## config.mk

```make
export PLATFORM = sky130hd
export DESIGN_NAME = obi_ext_xbar_demux
export DESIGN_NICKNAME = d
export VERILOG_FILES = /design/src/rtl/addr_map_rule_pkg.sv /design/src/rtl/obi_ext_xbar_demux_pkg.sv /design/src/rtl/obi_ext_addr_decode.sv /design/src/rtl/obi_ext_xbar_demux.sv
export SDC_FILE = /design/constraint.sdc
export NUM_CORES = 1
export LEC_CHECK = 0
export CORE_AREA = 5 5 118 120
export CTS_CLUSTER_SIZE = 30
export DETAILED_ROUTE_END_ITERATION = 8
export DIE_AREA = 0 0 123 125
export PLACE_DENSITY = 0.64
export SYNTH_ARGS = -nofsm -noshare
export SYNTH_HDL_FRONTEND = slang
export SYNTH_SLANG_ARGS = --single-unit
```

## constraint.sdc

```tcl
create_clock -name clk_i -period 2.6 [get_ports clk_i]
set_input_delay 0.52 -clock clk_i [delete_from_list [all_inputs] [get_ports clk_i]]
set_output_delay 0.52 -clock clk_i [all_outputs]
set_load 0.01 [all_outputs]
```

## src/rtl/addr_map_rule_pkg.sv

```systemverilog
// addr_map_rule_pkg
//   Address-map rule type and the external crossbar rule table. Each rule
//   maps the half-open byte range [start_addr, end_addr) to slave port idx.
//   Rule 0 is the slow memory and rule 1 is the serial-link external slave.
//   No ports.
package addr_map_rule_pkg;

  typedef struct packed {
    logic [31:0] idx;
    logic [31:0] start_addr;
    logic [31:0] end_addr;
  } addr_map_rule_t;

  localparam logic [31:0] EXT_SLAVE_START_ADDRESS   = 32'hF000_0000;
  localparam logic [31:0] SLOW_MEMORY_START_ADDRESS = 32'hF001_0000;
  localparam logic [31:0] SLOW_MEMORY_END_ADDRESS   = 32'hF002_0000;
  localparam logic [31:0] SL_EXT_START_ADDRESS      = 32'hF010_0000;
  localparam logic [31:0] SL_EXT_END_ADDRESS        = 32'hF011_0000;

  // Concatenation is MSB first, so element [0] is the slow memory rule.
  localparam addr_map_rule_t [1:0] EXT_XBAR_ADDR_RULES = {
    addr_map_rule_t'{idx: 32'd1, start_addr: SL_EXT_START_ADDRESS,
                     end_addr: SL_EXT_END_ADDRESS},
    addr_map_rule_t'{idx: 32'd0, start_addr: SLOW_MEMORY_START_ADDRESS,
                     end_addr: SLOW_MEMORY_END_ADDRESS}
  };

endpackage

```

## src/rtl/obi_ext_xbar_demux_pkg.sv

```systemverilog
// obi_ext_xbar_demux_pkg
//   Shared types for the external OBI demultiplexer: target index (one code
//   per slave plus the internal error responder), the error-target code and
//   the outstanding-transaction counter. Sized for the external crossbar
//   rule table (2 slaves, 4 outstanding). No ports.
package obi_ext_xbar_demux_pkg;

  localparam int unsigned EXT_NSLAVE          = 2;
  localparam int unsigned EXT_MAX_OUTSTANDING = 4;

  localparam int unsigned TGT_W = $clog2(EXT_NSLAVE + 1);
  typedef logic [TGT_W-1:0] tgt_idx_t;

  // Unmapped accesses are steered to this code, one past the last slave.
  localparam tgt_idx_t ERR_TGT = tgt_idx_t'(EXT_NSLAVE);

  localparam int unsigned CNT_W = $clog2(EXT_MAX_OUTSTANDING + 1);
  typedef logic [CNT_W-1:0] cnt_t;

endpackage

```

## src/rtl/obi_ext_addr_decode.sv

```systemverilog
// obi_ext_addr_decode
//   Combinational address decoder. A rule hits when
//   start_addr <= addr < end_addr; when several hit, the lowest rule index
//   wins. No hit yields target = ERR_TGT and hit = 0.
//   Ports:
//     addr    in  32         byte address
//     target  out tgt_idx_t  selected slave index, or ERR_TGT
//     hit     out 1          some rule matched
module obi_ext_addr_decode
  import addr_map_rule_pkg::*;
  import obi_ext_xbar_demux_pkg::*;
#(
  parameter int unsigned                     NSLAVE     = EXT_NSLAVE,
  parameter addr_map_rule_t [NSLAVE-1:0]     ADDR_RULES = EXT_XBAR_ADDR_RULES
) (
  input  logic [31:0] addr,
  output tgt_idx_t    target,
  output logic        hit
);

  logic [NSLAVE-1:0] match;

  generate
    for (genvar gi = 0; gi < NSLAVE; gi++) begin : g_match
      assign match[gi] = (addr >= ADDR_RULES[gi].start_addr) &&
                         (addr <  ADDR_RULES[gi].end_addr);
    end
  endgenerate

  // Walk from the highest index down so the lowest matching index is the
  // last assignment and therefore wins.
  always_comb begin
    target = ERR_TGT;
    hit    = 1'b0;
    for (int i = int'(NSLAVE) - 1; i >= 0; i--) begin
      if (match[i]) begin
        target = tgt_idx_t'(ADDR_RULES[i].idx);
        hit    = 1'b1;
      end
    end
  end

endmodule

```

## src/rtl/obi_ext_xbar_demux.sv

```systemverilog
// obi_ext_xbar_demux
//   Single-master OBI demultiplexer in front of the external slaves. Each
//   request is decoded against the rule table and forwarded to one slave;
//   unmapped requests are answered by an internal error responder one cycle
//   after grant. Responses come back in issue order because a new target is
//   only accepted once nothing is outstanding.
//   Optional: define OBI_EXT_XBAR_DEMUX_ERR_CAPTURE_EN to add err_addr_o and
//   err_cnt_o (last unmapped address, saturating unmapped-access count).
//   Ports:
//     clk_i, rst_i                 clock, synchronous active-high reset
//     m_req_i/m_gnt_o              master request / combinational grant
//     m_addr_i/m_we_i/m_be_i/m_wdata_i  master request fields
//     m_rvalid_o/m_rdata_o         master response (rdata 0 when not valid)
//     s_req_o/s_gnt_i              per-slave request / grant
//     s_addr_o/s_we_o/s_be_o/s_wdata_o  broadcast request fields
//     s_rvalid_i/s_rdata_i         per-slave response
//     err_addr_o/err_cnt_o         optional unmapped-access capture
module obi_ext_xbar_demux
  import addr_map_rule_pkg::*;
  import obi_ext_xbar_demux_pkg::*;
#(
  parameter int unsigned                 NSLAVE          = EXT_NSLAVE,
  parameter int unsigned                 MAX_OUTSTANDING = EXT_MAX_OUTSTANDING,
  parameter addr_map_rule_t [NSLAVE-1:0] ADDR_RULES      = EXT_XBAR_ADDR_RULES,
  parameter logic [31:0]                 ERR_RDATA       = 32'hBADACCE5
) (
  input  logic                     clk_i,
  input  logic                     rst_i,
  input  logic                     m_req_i,
  output logic                     m_gnt_o,
  input  logic [31:0]              m_addr_i,
  input  logic                     m_we_i,
  input  logic [3:0]               m_be_i,
  input  logic [31:0]              m_wdata_i,
  output logic                     m_rvalid_o,
  output logic [31:0]              m_rdata_o,
  output logic [NSLAVE-1:0]        s_req_o,
  input  logic [NSLAVE-1:0]        s_gnt_i,
  output logic [NSLAVE-1:0][31:0]  s_addr_o,
  output logic [NSLAVE-1:0]        s_we_o,
  output logic [NSLAVE-1:0][3:0]   s_be_o,
  output logic [NSLAVE-1:0][31:0]  s_wdata_o,
  input  logic [NSLAVE-1:0]        s_rvalid_i,
  input  logic [NSLAVE-1:0][31:0]  s_rdata_i
`ifdef OBI_EXT_XBAR_DEMUX_ERR_CAPTURE_EN
  ,
  output logic [31:0]              err_addr_o,
  output logic [15:0]              err_cnt_o
`endif
);

  tgt_idx_t          target;
  logic              hit;
  logic              gate_open, sel_gnt, handshake, err_grant;
  logic              sel_rvalid, slave_rvalid;
  logic [31:0]       sel_rdata;
  cnt_t              cnt_reg, cnt_next;
  tgt_idx_t          last_tgt_reg;
  logic              err_pend_reg, err_we_reg;
  logic [NSLAVE-1:0] rvalid_expected;

  obi_ext_addr_decode #(
    .NSLAVE     (NSLAVE),
    .ADDR_RULES (ADDR_RULES)
  ) u_decode (
    .addr   (m_addr_i),
    .target (target),
    .hit    (hit)
  );

  // Switching target is only safe with nothing in flight; that alone keeps
  // responses in issue order. Held closed during reset so grants stay 0.
  assign gate_open = !rst_i &&
                     (cnt_reg < cnt_t'(MAX_OUTSTANDING)) &&
                     ((cnt_reg == '0) || (target == last_tgt_reg));

  always_comb begin
    sel_gnt = 1'b0;
    for (int i = 0; i < int'(NSLAVE); i++) begin
      if (target == tgt_idx_t'(i)) sel_gnt = s_gnt_i[i];
    end
  end

  generate
    for (genvar gi = 0; gi < NSLAVE; gi++) begin : g_fwd
      assign s_req_o[gi]   = gate_open && m_req_i && (target == tgt_idx_t'(gi));
      assign s_addr_o[gi]  = m_addr_i;
      assign s_we_o[gi]    = m_we_i;
      assign s_be_o[gi]    = m_be_i;
      assign s_wdata_o[gi] = m_wdata_i;
      assign rvalid_expected[gi] = (cnt_reg != '0) && (last_tgt_reg == tgt_idx_t'(gi));
    end
  endgenerate

  // The error responder grants whatever it is asked for immediately.
  assign m_gnt_o   = gate_open && (hit ? sel_gnt : m_req_i);
  assign handshake = m_req_i && m_gnt_o;
  assign err_grant = handshake && !hit;

  // Only the slave that owns the outstanding transactions may respond.
  always_comb begin
    sel_rvalid = 1'b0;
    sel_rdata  = '0;
    for (int i = 0; i < int'(NSLAVE); i++) begin
      if (last_tgt_reg == tgt_idx_t'(i)) begin
        sel_rvalid = s_rvalid_i[i];
        sel_rdata  = s_rdata_i[i];
      end
    end
  end

  assign slave_rvalid = sel_rvalid && (cnt_reg != '0);
  assign m_rvalid_o   = err_pend_reg || slave_rvalid;

  always_comb begin
    m_rdata_o = '0;
    if (err_pend_reg) begin
      m_rdata_o = err_we_reg ? 32'h0 : ERR_RDATA;
    end else if (slave_rvalid) begin
      m_rdata_o = sel_rdata;
    end
  end

  always_comb begin
    cnt_next = cnt_reg;
    case ({handshake, m_rvalid_o})
      2'b10:   cnt_next = cnt_reg + cnt_t'(1);
      2'b01:   cnt_next = cnt_reg - cnt_t'(1);
      default: cnt_next = cnt_reg;
    endcase
  end

  always_ff @(posedge clk_i) begin
    if (rst_i) begin
      cnt_reg      <= '0;
      last_tgt_reg <= ERR_TGT;
      err_pend_reg <= 1'b0;
      err_we_reg   <= 1'b0;
    end else begin
      cnt_reg      <= cnt_next;
      err_pend_reg <= err_grant;
      if (handshake) last_tgt_reg <= target;
      if (err_grant) err_we_reg   <= m_we_i;
    end
  end

`ifdef OBI_EXT_XBAR_DEMUX_ERR_CAPTURE_EN
  logic [31:0] err_addr_reg;
  logic [15:0] err_cnt_reg;

  always_ff @(posedge clk_i) begin
    if (rst_i) begin
      err_addr_reg <= '0;
      err_cnt_reg  <= '0;
    end else if (err_grant) begin
      err_addr_reg <= m_addr_i;
      if (err_cnt_reg != 16'hFFFF) err_cnt_reg <= err_cnt_reg + 16'd1;
    end
  end

  assign err_addr_o = err_addr_reg;
  assign err_cnt_o  = err_cnt_reg;
`endif

  // Slave protocol violations: these responses are dropped by the mux above.
  a_rvalid_wrong_slave: assert property (@(posedge clk_i) disable iff (rst_i)
    (cnt_reg != '0) |-> ((s_rvalid_i & ~rvalid_expected) == '0));
  a_rvalid_idle: assert property (@(posedge clk_i) disable iff (rst_i)
    (cnt_reg == '0) |-> (s_rvalid_i == '0));

endmodule

```

### Word level (Yosys, flattened, before mapping)

Index checks and enable logic that the tools add are counted.

* add/subtract/negate cells: 2
* magnitude comparators: 5
* eq/ne operators: 5
* muxes and demuxes: 15
* reductions and logical operators: 20

Operator list (number)
* two-way mux 32 bit: 5
* greater-or-equal comparator 32 bit (second input constant): 2
* less-than comparator 32 bit (second input constant): 2
* logical AND 1 bit: 11
* two-way mux 1 bit: 7
* equality test 2 x 1 -> 1 bit (second input constant): 3
* one-hot mux 3 bit (2 select lines): 1
* zero test 2 bit: 2
* two-way mux 2 bit: 2
* adder 3 x 1 -> 3 bit (second input constant): 1
* zero test 3 bit: 1
* less-than comparator 3 bit (second input constant): 1
* nonzero test 3 bit: 1
* subtractor 3 x 1 -> 3 bit (second input constant): 1
* equality test 2 bit: 1
* equality test 2 bit (second input constant): 1
* zero test 1 bit: 2
* logical OR 1 bit: 2
* nonzero test 2 bit: 1

* register bits: 7
* input bits: 140
* output and inout bits: 174
* word-level logic and storage cells: 51

### Logic depth before layout (Yosys ltp)

* depth after elaboration: 12
* mapped depth: 11
* depth with buffers taken out: 10

### By module

From an unflattened synthesis, not the netlist that was laid out.

* cell total of the unflattened synthesis: 273
* area total of the unflattened synthesis: 2077.0 um^2

By module, submodules not included
* obi_ext_xbar_demux: instances 1, cells an instance 263, area an instance 2001.9 um^2, sequential area each 140.1 um^2
* obi_ext_addr_decode: instances 1, cells an instance 10, area an instance 75.1 um^2, sequential area each 0.0 um^2

### Worst setup path before layout

Ideal clock, no wire load.

* path type: input -> register
* start point: in m_addr_i[23]
* end point: reg cnt_reg[2]
* library setup time: 70 ps
* data arrival time: 2731 ps
* data required time: 2530 ps
* path slack: -201 ps
* stages on the path: 10
* buffers on the path: 0
* cells stage by stage: nor4_2 -> nand4_1 -> o211a_1 -> o21ai_2 -> ha_1 -> inv_1 -> fa_1 -> xor2_1 -> or3_2 -> a21oi_1

* cells in the longest elaborated chain, start to end: 12
* elaborated cells between the ends (all ways): 24
* those cells by class: order compare: 4; eq/ne: 4; mux: 8; reduce/logical: 8

RTL lines
* start: declaration: RTL line obi_ext_xbar_demux.sv:31 `input logic [31:0] m_addr_i,`
* greater-or-equal comparator 32 bit / less-than comparator 32 bit (equally long branches): RTL line obi_ext_addr_decode.sv:25, obi_ext_addr_decode.sv:26
* logical AND 1 bit: RTL line obi_ext_addr_decode.sv:25 `assign match[gi] = (addr >= ADDR_RULES[gi].start_addr) &&`
* two-way mux 2 bit (2 in a row): RTL line obi_ext_addr_decode.sv:36 `if (match[i]) begin`
* zero test 2 bit: RTL line obi_ext_xbar_demux.sv:80 `if (target == tgt_idx_t'(i)) sel_gnt = s_gnt_i[i];`
* two-way mux 1 bit (2 in a row): RTL line obi_ext_xbar_demux.sv:80
* two-way mux 1 bit: RTL line obi_ext_xbar_demux.sv:96 `assign m_gnt_o = gate_open && (hit ? sel_gnt : m_req_i);`
* logical AND 1 bit *: RTL line obi_ext_xbar_demux.sv:96
* logical AND 1 bit *: RTL line obi_ext_xbar_demux.sv:97 `assign handshake = m_req_i && m_gnt_o;`
* equality test 2 x 1 -> 1 bit / equality test 2 bit (equally long branches): RTL line obi_ext_xbar_demux.sv:126 `case ({handshake, m_rvalid_o})`
* one-hot mux 3 bit (2 select lines) / nonzero test 2 bit (equally long branches)
* end signal: assignment: RTL line obi_ext_xbar_demux.sv:140 `cnt_reg <= cnt_next;`
* end: declaration: RTL line obi_ext_xbar_demux.sv:57 `cnt_t cnt_reg, cnt_next;`

Every way passes the cells marked *; elsewhere a longest branch is shown, timed or not.
A chain may end at the register's enable or synchronous reset.

### Worst setup path after layout

* start point: reg cnt_reg[2]
* end point: reg cnt_reg[2]

* cells in the longest elaborated chain, start to end: 7
* elaborated cells between the ends (all ways): 16
* those cells by class: add/sub: 2; order compare: 1; eq/ne: 2; mux: 1; reduce/logical: 10

RTL lines
* less-than comparator 3 bit / zero test 3 bit (equally long branches): RTL line obi_ext_xbar_demux.sv:74, obi_ext_xbar_demux.sv:75
* logical AND 1 bit / logical OR 1 bit (equally long branches): RTL line obi_ext_xbar_demux.sv:73, obi_ext_xbar_demux.sv:75
* logical AND 1 bit: RTL line obi_ext_xbar_demux.sv:74 `(cnt_reg < cnt_t'(MAX_OUTSTANDING)) &&`
* logical AND 1 bit: RTL line obi_ext_xbar_demux.sv:96
* logical AND 1 bit: RTL line obi_ext_xbar_demux.sv:97
* equality test 2 x 1 -> 1 bit / equality test 2 bit (equally long branches): RTL line obi_ext_xbar_demux.sv:126
* one-hot mux 3 bit (2 select lines) / nonzero test 2 bit (equally long branches)

Parallel ways exist; a longest one is shown, timed or not.

==> reports/qor.txt <==
Wirelength per Cell -> 15.6 um
Max IR drop VDD -> 0.159 mV
area occupied by multi-input gates -> 1040 um^2
crit path time final -> 2530 ps
Die Y -> 125 um
Static Leak -> 1.29 nW
WL final -> 7900 um
crit path from -> cnt_reg[2]
most frequent cell after synthesis -> buf_4
post-synthesis register bit count -> 7
synth cell count leaders -> 139 x buf_4, 34 x mux2i_1, 23 x nor2_1
register-to-register setup slack -> 70 ps
Synth top area share -> 0.482
Overflow after GRT -> 0
sequential cell area -> 141 um^2
Post-Synthesis Cells -> 280
via-per-instance ratio -> 3.80
Worst EP arrival -> 2700 ps
Crit Path Class -> reg2reg
Die Width -> 123 um
Sink Count -> 7
Starting Density -> 0.168
number of synthesized flops with an enable pin -> 0
Max Freq -> 0.394 GHz
Setup violations, final -> 0
TritonCTS Buffers -> 3
maximum buffer depth of the clock tree -> 2
relative slew slack -> 0.558
ranking of synthesized cells by area -> buf_4 48%, mux2i_1 16%, dfxtp_1 6.5%
die area -> 15400 um^2
antenna-violating nets left -> 0
vias -> 1920
worst skew pair latency -> 230 ps
antenna cells -> 0
crit path cell chain -> or4_4 -> o2bb2a_4 -> a211oi_4 -> buf_6 -> o21ai_4 -> ha_4 -> inv_2 -> fa_2 -> xor2_2 -> or3_4 -> a21oi_2
Setup crit end -> cnt_reg[2]
max-slew violation count -> 0
max reg flops -> 3
pin count of the biggest net entering global routing -> 33
sequential area share after synthesis -> 0.0647
switching pwr -> 231 uW
H-tree levels -> 1
delay of the slowest critical-path stage -> 530 ps
setup_tns -> 0 ps
nets -> 472
crit-path leading delay family -> simple AND/OR/NAND/NOR gates
Clock Tree Root -> clkbuf_16
RePlAce Congestion -> 0.761
I/O Pins -> 314
clock network power share -> 0.320
top_reg_cell synth -> dfxtp_1
Async SR Flop Fraction -> 0
DP Wirelength -> 6740 um
final worst setup slack -> 65.1 ps
layout cells sized above 1 -> 0.277
FF-to-FF End -> cnt_reg[2]
Gate power share -> 0.527
Cell Area, Synth -> 2160 um^2
Slowest-stage cell, CP -> or4_4
Avg Cell Area, Syn -> 7.73 um^2
final setup skew -> 0.475 ps
RSZ-0062 raised after global routing -> yes
min-delay worst type -> reg2reg
crit end category -> flip-flop
Syn Nets -> 422
cell-internal power -> 585 uW
FILL cells -> 1399
final worst-path cycle share -> 0.975
first-pass GRT wire length -> 10800 um
initial antenna violation count -> 0
DP Worst Slack -> -713 ps
Setup crit start kind -> flip-flop
first-iteration detailed-routing DRC count -> 29
status -> completed
synthesis-to-finish area growth -> 49.2%
total of max-cap violations -> 0
WP buf/inv -> 2
# rows -> 42
sequential share of power -> 0.153
IO buf count -> 157
YS warnings -> 0
1st-pass router iterations -> 3
Post-route DRC -> 0
switching share of power -> 0.283
PwrDens -> 253 nW/um^2
CTS tree -> yes
vias in the first global route -> 2024
clock-pin slew on the worst setup and hold paths -> 40 ps
library cells used by synthesis -> 40
required time of the critical path -> 2760 ps
R2R depth -> 11
worst-margin pin slew -> 663 ps
Tot GR Track Use -> 0.0904
Core Footprint -> 12900 um^2
Hold Violations, Final -> 0
Yosys top cell by area -> buf_4
Critical Path Stages -> 11
reg2reg start -> cnt_reg[2]
crit-path max FO -> 2
==> timing repair <==
item	CTS	global route
hold buffers	0	0
setup buffers	5	2
resized for setup	83	55
pin swaps	13	13
setup endpoints to repair	39	35
==> layout make-up <==
cell class,count,area share
clock buffers,4,0.0244
inverters,5,0.00581
multi-input cells,120,0.322
flip-flops and latches,7,0.0438
well taps,176,0.0682
repair buffers,193,0.536
==> cell usage in the layout (no fill, tap or decap), drive strengths merged, types with 2 or more instances in the layout <==
master,n
clkdlybuf4s50,104
buf,40
mux2i,34
nor2,23
clkbuf,23
o21ai,22
dlygate4sd2,19
clkdlybuf4s15,10
dfxtp,7
inv,5
nor3,4
nand2b,3
nor4bb,3
nand4,2
nor2b,2
mux2,2
nor4b,2
or3,2
a21oi,2
xor2,2
==> worst min path at each step <==
stage          cells past startpoint    endpoint  slack, ps       start
2_1_floorplan                      2  cnt_reg[2]        500  cnt_reg[2]
3_3_place_gp                       2  cnt_reg[1]        540  cnt_reg[1]
3_5_place_dp                       2  cnt_reg[1]        550  cnt_reg[1]
4_1_cts                            2  cnt_reg[1]        550  cnt_reg[1]
5_1_grt                            2  cnt_reg[1]        590  cnt_reg[1]
6_report                           2  cnt_reg[1]        550  cnt_reg[1]
==> through the flow <==
stage	hold WS, ps	utilization	area [um^2]	cells	total power, mW
2_1_floorplan	503	-	2190	280	0.460
3_3_place_gp	536	0.243	3120	494	0.556
3_5_place_dp	548	0.243	3120	494	0.561
4_1_cts	554	0.254	3270	503	0.829
5_1_grt	587	0.251	3230	505	0.866
6_report	550	0.251	3230	505	0.816
==> cell families (layout without fill, tap and decap cells) <==
| logic type | count (synthesis) | count (layout) | synth area share |
|---|---|---|---|
| and+or+nand+nor | 49 | 49 | 0.132 |
| xor gates and xnor gates | 3 | 3 | 0.0121 |
| DFF | 7 | 7 | 0.0647 |
| muxes | 36 | 36 | 0.171 |
| buffers and inverters | 153 | 202 | 0.511 |
| AOI/OAI and AO/OA | 30 | 30 | 0.0936 |
| adders and majority gates | 2 | 2 | 0.0150 |
==> tightest hold or removal path: cells and delay by family, from the launching register on <==
kind | cells | cell delay (ps)
and+or+nand+nor | 1 | 70
DFF | 1 | 360
AOI/OAI and AO/OA | 1 | 80
==> routing by layer <==
| metal | wire length (um) | GRT usage |
|---|---|---|
| met3 | 1230 | 0.0366 |
| met5 | 0 | 0 |
| met2 | 3950 | 0.173 |
| met1 | 2380 | 0.0792 |
| met4 | 337 | 0.0443 |
==> power by group through the flow <==
| stage | logic (mW) | clock network (mW) | registers, mW |
|---|---|---|---|
| after floorplan | 0.334 | 0 | 0.126 |
| after global routing | 0.461 | 0.278 | 0.127 |
| final | 0.430 | 0.261 | 0.125 |
| after CTS | 0.436 | 0.268 | 0.125 |
| after detailed placement | 0.434 | 0 | 0.126 |
| after global placement | 0.430 | 0 | 0.126 |
(Power assumes the default switching activity.)
